## config.mk

```make
export PLATFORM = sky130hd
export DESIGN_NAME = seq_muldiv_ctrl
export DESIGN_NICKNAME = d
export VERILOG_FILES = /design/src/rtl/seq_muldiv_ctrl.sv
export SDC_FILE = /design/constraint.sdc
export NUM_CORES = 1
export LEC_CHECK = 0
export ABC_CLOCK_PERIOD_IN_PS = 34600
export BUFFER_PORTS_ARGS = -buffer_cell sky130_fd_sc_hd__buf_2
export CAP_MARGIN = 20
export CORE_MARGIN = 3
export CORE_UTILIZATION = 49
export CTS_BUF_LIST = sky130_fd_sc_hd__clkbuf_16
export CTS_CLUSTER_DIAMETER = 80
export CTS_CLUSTER_SIZE = 28
export DETAILED_ROUTE_END_ITERATION = 10
export PLACE_DENSITY = 0.77
export SYNTH_ARGS = -nofsm -noshare
export SYNTH_HDL_FRONTEND = slang
export SYNTH_HIERARCHICAL = 1
export SYNTH_SLANG_ARGS = --single-unit
```

## constraint.sdc

```tcl
create_clock -name clk_i -period 34.6 [get_ports clk_i]
set_clock_uncertainty 0.1 [all_clocks]
set_input_delay 8.65 -clock clk_i [delete_from_list [all_inputs] [get_ports clk_i]]
set_output_delay 8.65 -clock clk_i [all_outputs]
set_load 0.02 [all_outputs]
```

## src/rtl/seq_muldiv_ctrl.sv

```systemverilog
// rtl/seq_muldiv_ctrl.sv - iterative unsigned multiply/divide unit on a shared ripple adder
//
// add_subtract: 32-bit ripple adder/subtractor
//   a_i, b_i   operands
//   cin_i      carry in (1 together with sub_i=1 gives a_i - b_i)
//   sub_i      1 = subtract (b_i inverted), 0 = add
//   sum_o      result
//   cout_o     carry on add, borrow on subtract (1 means a_i < b_i unsigned)
//
// seq_muldiv_ctrl: start/busy/done sequencer for MUL, MULHU, DIVU, REMU
//   clk_i, rst_i        clock, synchronous active-high reset
//   start_i, op_i       request and opcode (00 MUL, 01 MULHU, 10 DIVU, 11 REMU)
//   a_i, b_i            multiplicand/dividend, multiplier/divisor
//   busy_o, done_o      not-idle flag, one-cycle completion pulse
//   result_o            result, held from done until the next accepted start

module add_subtract (
  input  logic [31:0] a_i,
  input  logic [31:0] b_i,
  input  logic        cin_i,
  input  logic        sub_i,
  output logic [31:0] sum_o,
  output logic        cout_o
);

  logic [31:0] bx;
  logic [32:0] c;

  assign bx   = b_i ^ {32{sub_i}};
  assign c[0] = cin_i;

  genvar i;
  generate
    for (i = 0; i < 32; i++) begin : g_fa
      assign sum_o[i] = a_i[i] ^ bx[i] ^ c[i];
      assign c[i+1]   = (a_i[i] & bx[i]) | (c[i] & (a_i[i] ^ bx[i]));
    end
  endgenerate

  // A subtract with no carry out of the top means a borrow occurred.
  assign cout_o = c[32] ^ sub_i;

endmodule

module seq_muldiv_ctrl #(
  parameter bit DIV0_SHORTCUT = 1'b1
) (
  input  logic        clk_i,
  input  logic        rst_i,
  input  logic        start_i,
  input  logic [1:0]  op_i,
  input  logic [31:0] a_i,
  input  logic [31:0] b_i,
  output logic        busy_o,
  output logic        done_o,
  output logic [31:0] result_o
);

  localparam logic [1:0] S_IDLE = 2'd0;
  localparam logic [1:0] S_RUN  = 2'd1;
  localparam logic [1:0] S_FIN  = 2'd2;

  logic [1:0]  state;
  logic [4:0]  cnt;
  logic [1:0]  op_q;

  // Multiply and divide never run together, so one register set serves both:
  //   acc  = hi  (mul) / rem  (div)
  //   sh   = lo  (mul) / dq   (div)
  //   opnd = mcand (mul) / dvsr (div)
  logic [31:0] acc;
  logic [31:0] sh;
  logic [31:0] opnd;

  logic        is_div;
  logic [32:0] rs;
  logic [31:0] add_a;
  logic [31:0] add_sum;
  logic        add_cout;
  logic        ok;
  logic [31:0] acc_nxt;
  logic [31:0] sh_nxt;
  logic        div0_fast;

  assign is_div = op_q[1];
  assign rs     = {acc, sh[31]};
  assign add_a  = is_div ? rs[31:0] : acc;

  add_subtract u_add (
    .a_i    (add_a),
    .b_i    (opnd),
    .cin_i  (is_div),
    .sub_i  (is_div),
    .sum_o  (add_sum),
    .cout_o (add_cout)
  );

  // rs is 33 bits wide; when its top bit is set it exceeds any 32-bit
  // divisor regardless of the 32-bit borrow.
  assign ok = rs[32] | ~add_cout;

  always_comb begin
    acc_nxt = acc;
    sh_nxt  = sh;
    if (is_div) begin
      acc_nxt = ok ? add_sum : rs[31:0];
      sh_nxt  = {sh[30:0], ok};
    end else if (sh[0]) begin
      acc_nxt = {add_cout, add_sum[31:1]};
      sh_nxt  = {add_sum[0], sh[31:1]};
    end else begin
      acc_nxt = {1'b0, acc[31:1]};
      sh_nxt  = {acc[0], sh[31:1]};
    end
  end

  assign div0_fast = DIV0_SHORTCUT && op_i[1] && (b_i == 32'd0);

  always_ff @(posedge clk_i) begin
    if (rst_i) begin
      state    <= S_IDLE;
      cnt      <= 5'd0;
      op_q     <= 2'd0;
      acc      <= 32'd0;
      sh       <= 32'd0;
      opnd     <= 32'd0;
      result_o <= 32'd0;
    end else begin
      case (state)
        S_IDLE: begin
          if (start_i) begin
            op_q <= op_i;
            cnt  <= 5'd0;
            acc  <= 32'd0;
            sh   <= op_i[1] ? a_i : b_i;
            opnd <= op_i[1] ? b_i : a_i;
            if (div0_fast) begin
              state    <= S_FIN;
              result_o <= op_i[0] ? a_i : 32'hFFFF_FFFF;
            end else begin
              state <= S_RUN;
            end
          end
        end
        S_RUN: begin
          acc <= acc_nxt;
          sh  <= sh_nxt;
          cnt <= cnt + 5'd1;
          if (cnt == 5'd31) begin
            state <= S_FIN;
            // MUL/DIVU take the shifting word, MULHU/REMU the accumulator.
            result_o <= op_q[0] ? acc_nxt : sh_nxt;
          end
        end
        S_FIN: begin
          state <= S_IDLE;
        end
        default: begin
          state <= S_IDLE;
        end
      endcase
    end
  end

  assign busy_o = (state != S_IDLE);
  assign done_o = (state == S_FIN);

endmodule

```

==> results.yml <==
global_route:
  antenna_found_initial: 0
  grt_util_all_layers: 0.239
  grt_pass1_vias: 7797
  grt_max_degree: 95
  grt_pass1_wl_um: 40300
  gr-total-overflow: 0
yosys:
  yosysUniqueCellTypes: 41
  synth_top_area_frac: 0.290
  synth_top_flop_cell: "dfxtp_1"
  syn-cell-area_um2: 9450
  synthTopCellsByArea: "dfxtp_1 29%, mux2i_1 14%, mux2_2 8.0%, fa_1 6.8%, nor2_1 6.7%"
  synth_compound_area_frac: 0.172
  ys_seq_elements: 137
  postSynth.asyncResetShare: 0
  synthMuxAreaShare: 0.249
  synth_fp_nets: 1161
  yosysWarningCount: 6
  synth_edf_count: 0
  synth_top_family_by_area: "multiplexers"
  yosys.area_share.simple: 0.110
  ys_seq_area_frac: 0.290
  netlist_instances: 1058
  yosysTopAreaCell: "dfxtp_1"
  synth_fa_ha_area_frac: 0.0705
  synth_xor_area_frac: 0.0315
  avgSynthCellArea_um2: 8.93
status:
  status: "complete, no violations"
finish:
  final_cell_mix: "168 x nor2_1, 136 x dfxtp_1, 128 x mux2i_1, 100 x buf_2"
  area_delta_synth_final_pct: 11.4
  instances_no_fill: 1370
  final_nets: 1202
  diodes: 0
  mostFrequentLayoutCell: "nor2_1"
  fin_util: 0.559
  layout-drive-gt1-share: 0.195
  fin_area_um2: 10500
timing:
  finalCriticalPeriod_ns: 16.06
  rsz0062_at_grt: "false"
  maxClockFrequency_ghz: 0.0622
  finalSetupViolations: 0
  hold_viol: 0
  slew_headroom: 0.235
  tightest_slew_ns: 1.15
  final.setup.tns_ns: 0
  maxSlewViolCount: 0
  timing.final.ws_setup_ns: 18.54
  fin_crit_sh: 0.464
worst_setup_path:
  crit_path_top_delay_cell: "dfxtp_4"
  reg2regPathDepth: 44
  worst-setup-path-type: "reg -> reg"
  r2r_start: "op_q[1]"
  cp-endpoint: "result_o[22]"
  regToRegSetupSlack_ns: 18.54
  worst_setup_path_end_kind: "flop"
  r2r_end: "result_o[22]"
  start_kind: "flop"
  startpoint: "op_q[1]"
  crit_required_ns: 34.88
  slowest_delay_ns: 0.71
  cpMostUsedCell: "fa_1"
  arrival_ns: 16.34
  crit_fanout: 51
cts:
  cts.clk_slew.worst_paths_ns: 0.06
  clock_latency_ns: 0.43
  cts_buffers: 17
  ctsResizeCount: 0
  cts_sinks: 137
  cts_root_buf: "clkbuf_16"
  htreeDepth: 4
  cts_tree: "done"
  postCtsHoldBufs: 0
  post_cts_buffers: 0
  cts_max_path_buffers: 2
floorplan:
  die_area_um2: 21000
  die_h_um: 145
  start_util: 0.502
  rows: 50
  num_io_pins: 103
  fp.dieW_um: 145
  core_um2: 18800
place:
  gp_congestion: 0.851
  place_ws_ns: 18.47
  numPortBuffers: 102
  place_inst: 1339
  placed_area_um2: 9940
  dp_hpwl_um: 16100
drt:
  vias: 7983
  drtIter0Drc: 868
  wire_per_inst_um: 18.3
  ant_nets: 0
  viasPerCell: 5.83
  firstDrtPassIters: 5
  drc: 0
  wirelength_um: 25000
power:
  power_density_nw_per_um2: 45.5
  ir_drop_v: 0.0000379
  p_leak_nw: 4.40
flow_run:
  max_cap_violations: 0
min_path:
  hold_path_class: "reg -> reg"
registers in the layout (all words and copies together), names as in the netlist:
| name | flops |
|---|---|
| acc | 32 |
| result_o | 32 |
| sh | 32 |
| opnd | 32 |
| op_q | 2 |
| cnt | 5 |
| state | 2 |
cell usage after synthesis (3+ instances only):
master,number
a2111oi_0,30
a211oi_1,63
a21oi_1,65
a22oi_1,4
buf_1,8
buf_2,29
buf_4,5
buf_6,4
buf_8,3
clkbuf_1,45
dfxtp_1,137
fa_1,32
inv_1,67
mux2_1,28
mux2_2,67
mux2i_1,128
nand2_1,10
nand2b_1,5
nor2_1,169
nor2b_1,33
nor4_1,7
o22ai_1,30
o2bb2ai_1,30
xnor2_1,31
xor2_1,3
worst min-delay path by stage:
stage / to / slack (ns) / from / cells after the start
detailed placement: result_o[31] / 0.37 / result_o[31] / 2
global placement: result_o[0] / 0.37 / result_o[0] / 2
CTS: result_o[31] / 0.38 / result_o[31] / 2
finish: result_o[31] / 0.38 / result_o[31] / 2
floorplan: cnt[2] / 0.37 / cnt[2] / 2
global route: result_o[31] / 0.40 / result_o[31] / 2
cell type report:
cell class / instances / area, um^2
Timing Repair Buffer: 116 / 633
Tap cell: 260 / 325
Multi-Input combinational cell: 760 / 6010
Clock inverter: 13 / 136
Sequential cell: 137 / 2750
Clock buffer: 17 / 425
Fill cell: 1655 / 8310
Inverter: 67 / 251
critical path: cells and delay by family, from the launching register on:
kind | cells | cell delay (ns)
DFF | 1 | 0.71
AOI/OAI and AO/OA | 1 | 0.54
adders and majority gates | 32 | 12.22
and+or+nand+nor | 1 | 0.35
buffers and inverters | 6 | 1.17
xor gates and xnor gates | 1 | 0.24
muxes | 3 | 0.63
stage by stage:
stage	total power, mW	hold slack (ns)
2_1_floorplan	0.270	0.366
3_3_place_gp	0.298	0.371
3_5_place_dp	0.301	0.371
4_1_cts	0.479	0.384
5_1_grt	0.501	0.401
6_report	0.479	0.380
metal layers:
metal / vias to the layer above / GRT usage / part of all wire
li1: 3847 / - / -
met1: 3836 / 0.336 / 0.47
met2: 265 / 0.380 / 0.46
met3: 35 / 0.0457 / 0.054
met4: 0 / 0.0569 / 0.014
met5: - / 0 / 0
power by group:
| group | internal (mW) | total (mW) | leakage, nW | switching [mW] |
|---|---|---|---|---|
| combinational | 0.0478 | 0.119 | 3.01 | 0.0708 |
| clock | 0.110 | 0.179 | 0.276 | 0.0685 |
| sequential | 0.170 | 0.182 | 1.12 | 0.0117 |
logic make-up (layout without fill, tap and decap cells):
family                     count (synthesis)  count (layout)
DFF                                      137             137
adders and majority gates                 34              34
and+or+nand+nor                          236             236
buffers and inverters                    161             213
AOI/OAI and AO/OA                        233             233
muxes                                    223             223
xor gates and xnor gates                  34              34
(Power assumes the default switching activity.)
